File: src/rtl/mi32_resp_pkg.sv
// Shared constants for the MI32 register responder: register map, ID default,
// out-of-window read value, and a byte-enable merge helper.
// No logic or ports; imported by mi32_reg_responder and its read pipeline.
package mi32_resp_pkg;

   // Register word indices inside the 16-word window
   localparam logic [3:0] IDX_ID        = 4'd0;
   localparam logic [3:0] IDX_SCR_FIRST = 4'd1;
   localparam logic [3:0] IDX_SCR_LAST  = 4'd13;
   localparam logic [3:0] IDX_WR_CNT    = 4'd14;
   localparam logic [3:0] IDX_RD_CNT    = 4'd15;

   localparam int NUM_SCR = int'(IDX_SCR_LAST) - int'(IDX_SCR_FIRST) + 1;

   localparam logic [31:0] WINDOW_BYTES = 32'd64;
   localparam logic [31:0] ID_DEFAULT   = 32'h4D49_3332;
   localparam logic [31:0] OOW_RDATA    = 32'hDEAD_BEEF;

   // Replace only the bytes of old_v whose enable bit is set
   function automatic logic [31:0] apply_be(input logic [31:0] old_v,
                                            input logic [31:0] new_v,
                                            input logic [3:0]  be);
      logic [31:0] res;
      res = old_v;
      for (int i = 0; i < 4; i++) begin
         if (be[i]) res[8*i +: 8] = new_v[8*i +: 8];
      end
      return res;
   endfunction

endpackage

File: src/rtl/mi32_resp_rdpipe.sv
// Read-data delay line: valid + 32-bit data shifted through DEPTH registers.
// Latency DEPTH cycles; no backpressure, accepts one entry every cycle.
// Ports: clk, rst_n (sync, active-low) | in_vld/in_dat -> out_vld/out_dat.
module mi32_resp_rdpipe #(
   parameter int DEPTH = 2
) (
   input  logic        clk,
   input  logic        rst_n,
   input  logic        in_vld,
   input  logic [31:0] in_dat,
   output logic        out_vld,
   output logic [31:0] out_dat
);

   logic [DEPTH-1:0] vld_q, vld_d;
   logic [31:0]      dat_q [DEPTH];
   logic [31:0]      dat_d [DEPTH];

   always_comb begin
      vld_d    = '0;
      vld_d[0] = in_vld;
      for (int i = 0; i < DEPTH; i++) dat_d[i] = '0;
      // Data is zeroed for empty slots so the output is 0 whenever invalid
      dat_d[0] = in_vld ? in_dat : '0;
      for (int i = 1; i < DEPTH; i++) begin
         vld_d[i] = vld_q[i-1];
         dat_d[i] = dat_q[i-1];
      end
   end

   always_ff @(posedge clk) begin
      if (!rst_n) begin
         vld_q <= '0;
         for (int i = 0; i < DEPTH; i++) dat_q[i] <= '0;
      end else begin
         vld_q <= vld_d;
         for (int i = 0; i < DEPTH; i++) dat_q[i] <= dat_d[i];
      end
   end

   assign out_vld = vld_q[DEPTH-1];
   assign out_dat = dat_q[DEPTH-1];

endmodule

File: src/rtl/mi32_reg_responder.sv
// MI32 slave with a 16-word register window: ID, 13 scratch, write/read counters.
// Reads return READ_LATENCY cycles after acceptance; writes take effect next cycle.
// No backpressure: ARDY follows RD|WR out of reset, every request accepted at once.
// Ports: CLK, RESET (sync, active-low) | ADDR, DWR, BE, RD, WR in | ARDY, DRDY, DRD out.
module mi32_reg_responder
   import mi32_resp_pkg::*;
#(
   parameter logic [31:0] ADDR_BASE    = 32'h0000_0000,
   parameter int          READ_LATENCY = 2,
   parameter logic [31:0] ID_VALUE     = ID_DEFAULT
) (
   input  logic        CLK,
   input  logic        RESET,
   input  logic [31:0] ADDR,
   input  logic [31:0] DWR,
   input  logic [3:0]  BE,
   input  logic        RD,
   input  logic        WR,
   output logic        ARDY,
   output logic        DRDY,
   output logic [31:0] DRD
);

   if (READ_LATENCY < 1 || READ_LATENCY > 4) begin : g_bad_latency
      $error("mi32_reg_responder: READ_LATENCY must be within 1..4");
   end

   logic        wr_acc, rd_acc;
   logic [31:0] offset;
   logic        hit;
   logic [3:0]  idx;
   logic        unused_addr_lsb;
   logic [31:0] rd_dat;

   logic [31:0] scratch_q [NUM_SCR];
   logic [31:0] scratch_d [NUM_SCR];
   logic [31:0] wr_cnt_q, wr_cnt_d;
   logic [31:0] rd_cnt_q, rd_cnt_d;

   logic        pipe_vld;
   logic [31:0] pipe_dat;

   // RD together with WR is treated as a write only
   assign wr_acc = RESET & WR;
   assign rd_acc = RESET & RD & ~WR;
   assign ARDY   = RESET & (RD | WR);

   // Unsigned subtraction wraps, so addresses below the base fall outside too
   assign offset          = ADDR - ADDR_BASE;
   assign hit             = (offset < WINDOW_BYTES);
   assign idx             = offset[5:2];
   assign unused_addr_lsb = ^offset[1:0];

   always_comb begin
      for (int i = 0; i < NUM_SCR; i++) scratch_d[i] = scratch_q[i];
      wr_cnt_d = wr_cnt_q;
      rd_cnt_d = rd_cnt_q;
      if (wr_acc) begin
         wr_cnt_d = wr_cnt_q + 32'd1;
         for (int i = 0; i < NUM_SCR; i++) begin
            if (hit && idx == IDX_SCR_FIRST + 4'(i)) begin
               scratch_d[i] = apply_be(scratch_q[i], DWR, BE);
            end
         end
      end
      if (rd_acc) rd_cnt_d = rd_cnt_q + 32'd1;
   end

   // Read data comes from current state, i.e. before this cycle's updates
   always_comb begin
      rd_dat = '0;
      if (!hit) begin
         rd_dat = OOW_RDATA;
      end else begin
         case (idx)
            IDX_ID:     rd_dat = ID_VALUE;
            IDX_WR_CNT: rd_dat = wr_cnt_q;
            IDX_RD_CNT: rd_dat = rd_cnt_q;
            default: begin
               for (int i = 0; i < NUM_SCR; i++) begin
                  if (idx == IDX_SCR_FIRST + 4'(i)) rd_dat = scratch_q[i];
               end
            end
         endcase
      end
   end

   always_ff @(posedge CLK) begin
      if (!RESET) begin
         for (int i = 0; i < NUM_SCR; i++) scratch_q[i] <= '0;
         wr_cnt_q <= '0;
         rd_cnt_q <= '0;
      end else begin
         for (int i = 0; i < NUM_SCR; i++) scratch_q[i] <= scratch_d[i];
         wr_cnt_q <= wr_cnt_d;
         rd_cnt_q <= rd_cnt_d;
      end
   end

   mi32_resp_rdpipe #(
      .DEPTH (READ_LATENCY)
   ) u_rdpipe (
      .clk     (CLK),
      .rst_n   (RESET),
      .in_vld  (rd_acc),
      .in_dat  (rd_dat),
      .out_vld (pipe_vld),
      .out_dat (pipe_dat)
   );

   // Gated by RESET so outputs are quiet throughout the reset cycle itself
   assign DRDY = RESET & pipe_vld;
   assign DRD  = DRDY ? pipe_dat : '0;

endmodule

File: config.mk
export PLATFORM = sky130hd
export DESIGN_NAME = mi32_reg_responder
export DESIGN_NICKNAME = d
export VERILOG_FILES = /design/src/rtl/mi32_resp_pkg.sv /design/src/rtl/mi32_resp_rdpipe.sv /design/src/rtl/mi32_reg_responder.sv
export SDC_FILE = /design/constraint.sdc
export NUM_CORES = 1
export LEC_CHECK = 0
export ABC_AREA = 1
export CORE_MARGIN = 5
export CORE_UTILIZATION = 50
export DETAILED_ROUTE_END_ITERATION = 6
export PLACE_DENSITY = 0.68
export RECOVER_POWER = 100
export SYNTH_ARGS = -nofsm -noshare
export SYNTH_HDL_FRONTEND = slang
export SYNTH_SLANG_ARGS = --single-unit
File: constraint.sdc
create_clock -name CLK -period 3.15 [get_ports CLK]
set_input_delay 0.63 -clock CLK [delete_from_list [all_inputs] [get_ports CLK]]
set_output_delay 0.63 -clock CLK [all_outputs]
set_load 0.02 [all_outputs]
==> reports/metrics.cfg <==
[placement]
io_buffers=103
dp_hpwl_mm=48.35
finalWeightedCongestion=0.9107
placedInstanceArea_um2=25960
dp_slack_ns=-0.2034

[sta]
fin_skew_ns=0.01112
slew_violations=0
rsz0062_at_grt=false
tightest_slew_ns=1.325
min_period_ns=2.937
fin_hold_ws_ns=0.3512
fin_ws_ns=0.2126
setup_viol=0
slew_headroom_pct=11.65
hold_viol=0
period_share_pct=93.25
fmax_ghz=0.3404

[pwr]
ir_drop_mv=0.3996
power_density_nw_per_um2=524.4
power.leakage_nw=9.761

[logic_synthesis]
syn_inst=3496
yosysTopAreaCell=dfxtp_1
synth_area_leaders=dfxtp_1, nand2_1, a21oi_1
synth_area_per_cell_um2=6.889
synth-async-reset-ratio_pct=0
synth-edff-count=0
ys_seq_elements=546
yosysWarnings=0
synthMostInstantiatedCell=nand2_1
synth_ff_type=dfxtp_1
yosysUniqueCellTypes=41
yosys-top-cells-count=nand2_1, dfxtp_1, a21oi_1, nand3_1, inv_1
netlist.area_leader.share_pct=45.38
ys_seq_area_share_pct=45.38
syn-num-nets=3570
synthesis.area_um2=24090

[worst_setup_path]
crit_slowest_cell=dlygate4sd3_1
worst_setup_path_start_kind=input pin
cpMostUsedCell=dlygate4sd3_1
end_kind=output port
critPathMaxFanout=4
path_cells=dlygate4sd3_1, inv_1, buf_4, a21oi_1, dlygate4sd3_1
worstSetupPathType=in -> out
cp_slowest_stage_delay_ns=0.68
required_ns=2.52
rrSetupSlack_ns=0.78
worstPathArrival_ns=2.31

[grt]
grt-ovfl-total=0
grt_max_degree=152
grtUsageTotal_pct=25.50
grt_pass1_wl_mm=112.6
grt_antenna_before_repair=3
grt_pass1_vias=21250

[final_layout]
nets=3578
fin_area_um2=27800
utilization_pct=58.22
area_delta_synth_final_pct=15.41
drive_above_1_share_pct=5.021
fill_cells=4463

[die]
dieArea_um2=52660
io_pins=106
fp.dieH_um=229.5
num_rows=80
start_util_pct=50.45
core_um2=47750
die-width_um=229.5

[cts]
path_clk_slew_ns=0.07
cts_root_buf=clkbuf_16
clk_latency_ns=0.60
cts_max_path_buffers=3
tritoncts=built
h-tree-depth=2
cts_setup_buffers=0
clkSinkCount=546
cts_hold_buf=0
numCtsBuffers=55
cts_resized=0

[routing]
drt-initial-drc-count=1911
dr.pass1.iters=6
vias=23016
wl_mm=69.93
viasPerCell=5.529
final_antenna_net_count=0
wl_per_cell_um=16.80
drc=0

[min_path]
hp-class=in -> reg

[job]
maxCapViolCount=0

[run_status]
status=finished clean

[critical path: cells and delay by family]
| family | cells | cell delay (ns) |
|---|---|---|
| AO/OA/AOI/OAI | 1 | 0.11 |
| buffers and inverters | 4 | 1.56 |
[placed cells by master, fill, tap and decap left out, types with 4 or more instances in the layout]
cell type	count
clkbuf_1	26
nor2_1	248
nor3_1	36
nor3b_1	4
xor2_1	27
clkbuf_16	57
o22ai_1	19
clkinv_1	4
nor2_2	7
dfxtp_1	546
buf_4	50
clkbuf_8	15
bufinv_16	7
nand3_1	433
a221oi_1	5
clkdlybuf4s50_1	66
inv_1	351
nand4_1	96
dlygate4sd3_1	36
nand2_1	808
a21oi_1	462
buf_12	24
nor4_1	10
o21ai_0	171
[per-stage QoR]
stage	setup TNS [ns]	instances	power [W]
final	0	4163	0.01458
after global placement	-2.623	4062	0.007767
after floorplan	0	3496	0.007454
after global routing	0	4163	0.01501
after detailed placement	-4.698	4062	0.007778
after CTS	0	4160	0.01468
[final timing paths]
path,from,to,depth (start not counted)
setup / recovery,WR,ARDY,5
hold / removal,RESET,u_rdpipe.dat_q[0][51],3
setup reg to reg,wr_cnt_q[1],wr_cnt_q[28],12
hold reg to reg,u_rdpipe.dat_q[0][27],u_rdpipe.dat_q[0][59],2
[where the power goes]
| part | internal, W | total, W | switching [W] | leakage (nW) |
|---|---|---|---|---|
| registers | 0.00693 | 0.00694 | 0.0000107 | 4.40 |
| clock network | 0.00422 | 0.00695 | 0.00273 | 0.938 |
| logic | 0.000193 | 0.000689 | 0.000495 | 4.42 |
| total | 0.0113 | 0.0146 | 0.00324 | 9.76 |
[routing by layer]
layer | track usage [%] | vias up | share of wire, %
li1 | - | 11430 | -
met1 | 34.51 | 10682 | 44
met2 | 42.47 | 781 | 48
met3 | 3.158 | 123 | 5.7
met4 | 8.495 | 0 | 2.9
met5 | 0 | - | 0
[cell families after synthesis]
group / synth area share [%]
compound gates: 14.22
buf+inv: 9.496
simple gates: 29.78
fa+ha+maj: 0.1039
xor+xnor: 1.018
flops: 45.38
[cell type report]
| class | instances | area [um^2] | share of cell area (%) |
|---|---|---|---|
| antenna | 3 | 7.507 | 0.02701 |
| clock buffer | 86 | 1685 | 6.063 |
| clock inverter | 12 | 240.2 | 0.8642 |
| inverter | 356 | 1344 | 4.834 |
| multi-input combinational | 2355 | 10890 | 39.17 |
| sequential | 546 | 10930 | 39.32 |
| tap | 615 | 769.5 | 2.768 |
| timing repair buffer | 190 | 1932 | 6.950 |
[sequential cells by signal, summed over array words and instances, names as in the netlist]
register        cells
scratch_q         416
wr_cnt_q           32
rd_cnt_q           32
u_rdpipe.dat_q     64
u_rdpipe.vld_q      2
Note: power is estimated with default switching activity, not from simulation.
